--- src/rtl/ysyx_lsu_mem_ctrl.sv ---
// Load/store unit: single-outstanding bus master with lane
// alignment, strobes, load extension and a one-cycle done pulse.
module ysyx_lsu_mem_ctrl #(
  parameter int XLEN = 32
) (
  input  logic            clock,
  input  logic            reset,
  input  logic            flush_pipeline,
  input  logic            exu_ren,
  input  logic [XLEN-1:0] exu_raddr,
  input  logic [4:0]      exu_ralu,
  input  logic            exu_wen,
  input  logic [XLEN-1:0] exu_waddr,
  input  logic [4:0]      exu_walu,
  input  logic [XLEN-1:0] exu_wdata,
  output logic [XLEN-1:0] out_rdata,
  output logic            out_rvalid,
  output logic            out_wready,
  output logic            out_misalign,
  output logic            bus_valid,
  input  logic            bus_ready,
  output logic            bus_we,
  output logic [XLEN-1:0] bus_addr,
  output logic [XLEN-1:0] bus_wdata,
  output logic [XLEN/8-1:0] bus_wstrb,
  input  logic            bus_rvalid,
  input  logic [XLEN-1:0] bus_rdata,
  input  logic            bus_bvalid
);

  localparam int NB = XLEN / 8;

  typedef enum logic [1:0] {
    S_IDLE,
    S_REQ,
    S_WAIT,
    S_RESP
  } state_e;

  state_e          state_q, state_d;
  logic            st_q, st_d;
  logic [XLEN-1:0] addr_q, addr_d;
  logic [1:0]      size_q, size_d;
  logic            uns_q, uns_d;
  logic [XLEN-1:0] wdata_q, wdata_d;
  logic [NB-1:0]   wstrb_q, wstrb_d;
  logic [XLEN-1:0] rdata_q, rdata_d;
  logic            squash_q, squash_d;
  logic            mis_q, mis_d;

  logic            w_mis;
  logic            r_mis;
  logic [XLEN-1:0] w_lane;
  logic [NB-1:0]   w_strb;
  logic [XLEN-1:0] r_sh;
  logic [XLEN-1:0] r_ext;
  logic            resp;

  logic unused_bits;
  assign unused_bits = ^{exu_ralu[4:3], exu_walu[4:2]};

  // misalignment: halfword on odd byte, word off a word boundary
  assign w_mis = (exu_walu[1:0] == 2'b01 && exu_waddr[0])
               | (exu_walu[1] && exu_waddr[1:0] != 2'b00);
  assign r_mis = (exu_ralu[1:0] == 2'b01 && exu_raddr[0])
               | (exu_ralu[1] && exu_raddr[1:0] != 2'b00);

  // store data shifted onto its byte lanes, plus strobes
  always_comb begin
    w_lane = '0;
    w_strb = '0;
    unique case (exu_walu[1:0])
      2'b00: begin
        w_lane = {{(XLEN-8){1'b0}}, exu_wdata[7:0]}
                 << {exu_waddr[1:0], 3'b000};
        w_strb = 4'b0001 << exu_waddr[1:0];
      end
      2'b01: begin
        w_lane = {{(XLEN-16){1'b0}}, exu_wdata[15:0]}
                 << {exu_waddr[1:0], 3'b000};
        w_strb = 4'b0011 << exu_waddr[1:0];
      end
      default: begin
        w_lane = exu_wdata;
        w_strb = 4'b1111;
      end
    endcase
  end

  // read word shifted down to bit 0, then sign/zero extended
  always_comb begin
    r_sh  = bus_rdata >> {addr_q[1:0], 3'b000};
    r_ext = r_sh;
    unique case (size_q)
      2'b00: r_ext = uns_q ? {{(XLEN-8){1'b0}}, r_sh[7:0]}
                           : {{(XLEN-8){r_sh[7]}}, r_sh[7:0]};
      2'b01: r_ext = uns_q ? {{(XLEN-16){1'b0}}, r_sh[15:0]}
                           : {{(XLEN-16){r_sh[15]}}, r_sh[15:0]};
      default: r_ext = r_sh;
    endcase
  end

  // next-state: accept op in IDLE, bus handshake, one-cycle RESP
  always_comb begin
    state_d  = state_q;
    st_d     = st_q;
    addr_d   = addr_q;
    size_d   = size_q;
    uns_d    = uns_q;
    wdata_d  = wdata_q;
    wstrb_d  = wstrb_q;
    rdata_d  = rdata_q;
    squash_d = squash_q;
    mis_d    = mis_q;
    unique case (state_q)
      S_IDLE: begin
        squash_d = 1'b0;
        mis_d    = 1'b0;
        if (exu_wen) begin
          st_d    = 1'b1;
          addr_d  = exu_waddr;
          size_d  = exu_walu[1:0];
          uns_d   = 1'b0;
          wdata_d = w_lane;
          wstrb_d = w_strb;
          mis_d   = w_mis;
          state_d = w_mis ? S_RESP : S_REQ;
        end else if (exu_ren && !flush_pipeline) begin
          st_d    = 1'b0;
          addr_d  = exu_raddr;
          size_d  = exu_ralu[1:0];
          uns_d   = exu_ralu[2];
          wdata_d = '0;
          wstrb_d = '0;
          mis_d   = r_mis;
          if (r_mis) rdata_d = '0;
          state_d = r_mis ? S_RESP : S_REQ;
        end
      end
      S_REQ: begin
        if (flush_pipeline && !st_q) squash_d = 1'b1;
        if (bus_ready) state_d = S_WAIT;
      end
      S_WAIT: begin
        if (flush_pipeline && !st_q) squash_d = 1'b1;
        if (!st_q && bus_rvalid) begin
          rdata_d = r_ext;
          state_d = S_RESP;
        end else if (st_q && bus_bvalid) begin
          state_d = S_RESP;
        end
      end
      default: state_d = S_IDLE;
    endcase
  end

  // state and datapath registers, synchronous reset
  always_ff @(posedge clock) begin
    if (reset) begin
      state_q  <= S_IDLE;
      st_q     <= 1'b0;
      addr_q   <= '0;
      size_q   <= '0;
      uns_q    <= 1'b0;
      wdata_q  <= '0;
      wstrb_q  <= '0;
      rdata_q  <= '0;
      squash_q <= 1'b0;
      mis_q    <= 1'b0;
    end else begin
      state_q  <= state_d;
      st_q     <= st_d;
      addr_q   <= addr_d;
      size_q   <= size_d;
      uns_q    <= uns_d;
      wdata_q  <= wdata_d;
      wstrb_q  <= wstrb_d;
      rdata_q  <= rdata_d;
      squash_q <= squash_d;
      mis_q    <= mis_d;
    end
  end

  assign resp         = (state_q == S_RESP);
  assign bus_valid    = (state_q == S_REQ);
  assign bus_we       = bus_valid & st_q;
  assign bus_addr     = addr_q;
  assign bus_wdata    = wdata_q;
  assign bus_wstrb    = wstrb_q;
  assign out_rdata    = rdata_q;
  assign out_rvalid   = resp & ~st_q & ~squash_q & ~flush_pipeline;
  assign out_wready   = resp & st_q;
  assign out_misalign = mis_q & (out_rvalid | out_wready);

endmodule

--- config.mk ---
export PLATFORM = sky130hd
export DESIGN_NAME = ysyx_lsu_mem_ctrl
export DESIGN_NICKNAME = d
export VERILOG_FILES = /design/src/rtl/ysyx_lsu_mem_ctrl.sv
export SDC_FILE = /design/constraint.sdc
export NUM_CORES = 1
export LEC_CHECK = 0
export CAP_MARGIN = 25
export CORE_MARGIN = 4
export CORE_UTILIZATION = 29
export DETAILED_ROUTE_END_ITERATION = 16
export GPL_TIMING_DRIVEN = 0
export PLACE_DENSITY = 0.69
export SETUP_SLACK_MARGIN = 0.15
export SLEW_MARGIN = 10
export SYNTH_ARGS = -nofsm -noshare
export SYNTH_HDL_FRONTEND = slang
export SYNTH_SLANG_ARGS = --single-unit
--- constraint.sdc ---
create_clock -name clock -period 5.3 [get_ports clock]
set_input_delay 1.06 -clock clock [delete_from_list [all_inputs] [get_ports clock]]
set_output_delay 1.06 -clock clock [all_outputs]
set_load 0.02 [all_outputs]
# Yosys cells after proc, flatten, opt, wreduce, memory -nomap -nowiden
# Cells that the tools add are included.
[totals] elab_cells=98 inputBits=146 regBits=108
[classes] bitwise_logic=12 shift=5 reduce_logical=23 n_mux=34 n_eq_ne=14
[op_table] op="32-bit 2-to-1 mux" count=10
[op_table] op="32-bit one-hot mux with 2 select lines" count=3
[op_table] op="16-bit by 5-bit << shifter with 32-bit output" count=1
[op_table] op="8-bit by 5-bit << shifter with 32-bit output" count=1
[op_table] op="32-bit by 5-bit >> shifter with 32-bit output" count=1
[op_table] op="2-bit 2-to-1 mux" count=9
[op_table] op="2-bit nonzero test" count=5
[op_table] op="2-bit by 1-bit == test with 1-bit output (second input constant)" count=4
[op_table] op="1-bit logical AND" count=8
[op_table] op="4-bit 2-to-1 mux" count=2
[op_table] op="2-bit inequality test (second input constant)" count=4
[op_table] op="4-bit one-hot mux with 2 select lines" count=1
[op_table] op="1-bit 2-to-1 mux" count=7
[op_table] op="1-bit bitwise AND" count=6
[op_table] op="2-bit logical NOT" count=3
[op_table] op="3-bit inequality test (second input constant)" count=2
[op_table] op="2-bit one-hot mux with 3 select lines" count=1
[op_table] op="5-bit AND reduction" count=1
[op_table] op="2-bit == test (second input constant)" count=2
[op_table] op="2-bit by 1-bit inequality test with 1-bit output (second input constant)" count=2
[op_table] op="2-bit AND reduction" count=2
[op_table] op="1-bit by 2-bit << shifter with 4-bit output (first input constant)" count=1
[op_table] op="2-bit by 2-bit << shifter with 4-bit output (first input constant)" count=1
[op_table] op="1-bit inverter" count=3
[op_table] op="5 further kinds" count=8

# Depth between registers and ports, before layout
[depth] word_depth=7 mapped_depth=9 ltp_nobuf=6

# Worst setup path before layout
# OpenSTA, ideal clock, no wires.
[synth_timing] kind="input port to output port" from="in flush_pipeline" to="out out_misalign" path_slack_ns=2.015 arrival_time_ns=2.225 stages=2 path_buffers=0 path_cell_list="nor4b_1 -> o21a_1"
[synth_between] elab_chain_cells=4
[synth_lines] item="from (decl)" line_no="8" source="input logic flush_pipeline,"
[synth_lines] item="1-bit inverter" line_no="191" source="assign out_rvalid = resp & ~st_q & ~squash_q & ~flush_pipeline;"
[synth_lines] item="1-bit bitwise AND" line_no="191"
[synth_lines] item="1-bit OR" line_no="193" source="assign out_misalign = mis_q & (out_rvalid | out_wready);"
[synth_lines] item="1-bit bitwise AND" line_no="193"
[synth_lines] item="to (decl)" line_no="19" source="output logic out_misalign,"
# No other way between the ends.

# Final worst setup path
# Same ends and word-level chain as after synthesis.

==> results.toml <==
[clocking]
cts_resized = 0
cts-buffers-inserted = 9
htree_levels = 3
cts_root_buf = "clkbuf_16"
clock_sinks = 108
ctsHoldBuffers = 0
postCtsSetupBuffers = 0
cts_tree = "built"
clock_path_buffers = 2
clock_latency_ps = 350
clkTransAtPathRegs_ps = 70

[setup_path]
slowest_delay_ps = 620
startpoint_type = "input pin"
worstPathCellList = "clkdlybuf4s50_1 > nor4b_1 > o21a_1 > clkdlybuf4s50_1"
r2r-end = "bus_wdata[27]"
startpoint = "flush_pipeline"
crit_path_end = "out_misalign"
r2r_slack_ps = 2930
cp.depth = 4
critPathArrivalTime_ps = 2740
path_delay_family = "buffers and inverters"
rr_worst_depth = 8
cp_data_required_time_ps = 4240
path_class = "in2out"
cp_num_buf_inv = 2
worst_path_most_repeated_cell = "clkdlybuf4s50_1"
r2r-start = "state_q[0]"
cp-end-kind = "output port"
worst_path_max_delay_cell = "clkdlybuf4s50_1"
critPathMaxFanout = 4

[global_route]
grt_max_degree = 18
grt_antenna_before_repair = 3
overflow = 0
grt_pass1_vias = 5265
grt_pass1_wl_mm = 29.5
track_usage_pct = 18.5

[die]
dieWidth_um = 143
die_h_um = 143
ioPinCount = 251
start_util_pct = 29.6
floorplan.rows = 49
design.core.area_sq_um = 18000
die_area_sq_um = 20500

[timing]
setup_tns_ps = 0
skew_ps = 10.4
rsz0062_at_grt = "false"
hold_viol = 0
min_period_ps = 3800
period_share_pct = 71.8
holdWs_ps = 459
maxSlewHeadroom_pct = 39.7
drv_slew = 0
finalSetupViolations = 0
tightestPinTransition_ps = 895
fmax_mhz = 263

[finish]
drive_above_1_share_pct = 6.22
most-common-layout-cells = "242 x clkdlybuf4s50_1, 108 x dfxtp_1, 63 x nand2_1, 53 x nor2_1, 52 x mux2i_1"
mostFrequentLayoutCell = "clkdlybuf4s50_1"
finish.net_count = 998
final_cell_count_no_fill = 1082
area_delta_synth_final_pct = 56.9
utilization_pct = 46.4

[drt]
drt_iter0_drc = 291
drtPass1Iterations = 5
wl_mm = 19.9
antenna_left = 0
vias_per_cell = 5.06
vias = 5470
wl_per_cell_um = 18.4
drc = 0

[logic_synthesis]
async_flop_share_pct = 0
synth.yosys.seq_area_share_pct = 40.7
synth_area_sq_um = 5310
ys_types = 54
yosys_register_bits = 108
synth_edf_count = 0
syn_inst = 594
syn-num-nets = 745
ys.flop_type = "dfxtp_1"
syn_avg_cell_area_sq_um = 8.94
yosysWarnings = 0

[placed_design]
dp_cells = 1065
numPortBuffers = 242
dp_hpwl_mm = 15.8
gp_congestion = 0.883

[power_and_ir_drop]
p_per_area_nw_per_um2 = 388
p_leak_nw = 3.03
ir_drop_uv = 244
totalPowerFinal_mw = 3.23

[job]
drv_cap = 0

[min_path]
hold_class = "reg2reg"

[outcome]
status = "finished, final reports clean"
[power by group]
group | total [mW] | switching [mW] | internal [mW]
Sequential | 1.05 | 0.0911 | 0.956
Combinational | 1.48 | 0.843 | 0.633
Clock | 0.712 | 0.316 | 0.396
[registers in the layout, indices dropped and copies added, names as in the netlist]
signal and count:
size_q 2, mis_q 1, bus_wstrb 4, state_q 2, squash_q 1, uns_q 1
st_q 1, bus_wdata 32, out_rdata 32, bus_addr 32
[synth_stat cells (all sizes together), types with 2 or more instances]
master,count,area [sq um]
nand4,2,12.5
o21ba,2,20.0
ha,5,62.6
nor2b,6,37.5
or2,2,12.5
buf,18,113
nor2,53,199
a211oi,34,255
a21oi,33,169
clkbuf,37,140
o2bb2ai,15,131
a22o,32,280
mux2i,52,521
dfxtp,108,2160
a31oi,2,12.5
inv,5,18.8
o2111ai,8,70.1
a21bo,8,80.1
a22oi,16,120
and2,3,18.8
nor3b,2,20.0
mux2,7,78.8
nand2b,4,32.5
o21ai,44,220
o21a,2,15.0
nand3b,4,30.0
nand2,63,236
a32oi,9,78.8
[worst reg2reg max path: stages (launching register included)]
cell	delay, ps
dfxtp_1	410
inv_1	90
ha_1	190
buf_2	180
o21a_1	120
clkbuf_1	250
nor2_1	430
clkbuf_1	430
a22o_1	220
[cell families (layout without fill, tap and decap cells)]
kind of cell / count (synthesis) / count (layout) / synth area share (%)
AND/OR/NAND/NOR: 146 / 146 / 12.2
AO/OA/AOI/OAI: 214 / 214 / 29.0
buffers and inverters: 61 / 319 / 5.18
other: 0 / 1 / 0
multiplexers: 60 / 60 / 11.7
adder cells (fa/ha/maj): 5 / 5 / 1.18
flip-flops: 108 / 108 / 40.7
[metal layers]
metal	global-route usage [%]	vias up	wire (um)
li1	-	2692	-
met5	0	-	34
met3	5.86	29	1750
met2	30.6	220	9270
met4	5.30	6	367
met1	23.4	2523	8500
[worst min path at each step]
stage                       startpoint            to  cells past startpoint  slack (ps)
final                     bus_wstrb[1]  bus_wstrb[1]                      2         460
after global routing      bus_wdata[9]  bus_wdata[9]                      2         490
after CTS                 bus_wstrb[1]  bus_wstrb[1]                      2         460
after detailed placement  bus_wstrb[1]  bus_wstrb[1]                      2         450
after global placement    bus_wstrb[3]  bus_wstrb[3]                      2         440
after floorplan                  mis_q         mis_q                      2         450
[per-stage QoR]
| stage | cell area [sq um] | setup WS (ps) |
|---|---|---|
| 2_1_floorplan | 5310 | 2010 |
| 3_3_place_gp | 8020 | 1530 |
| 3_5_place_dp | 8020 | 1470 |
| 4_1_cts | 8330 | 1440 |
| 5_1_grt | 8330 | 1330 |
| 6_report | 8330 | 1500 |
[cell type report]
| class | count | area (sq um) |
|---|---|---|
| well taps | 229 | 287 |
| plain buffers | 55 | 253 |
| repair buffers | 242 | 2420 |
| inverters | 6 | 22.5 |
| multi-input cells | 425 | 2870 |
| clock inverters | 4 | 55.1 |
| diodes | 1 | 2.50 |
| clock buffers | 12 | 256 |
| flip-flops and latches | 108 | 2160 |
| fillers | 1749 | 9630 |
(Power assumes the default switching activity.)
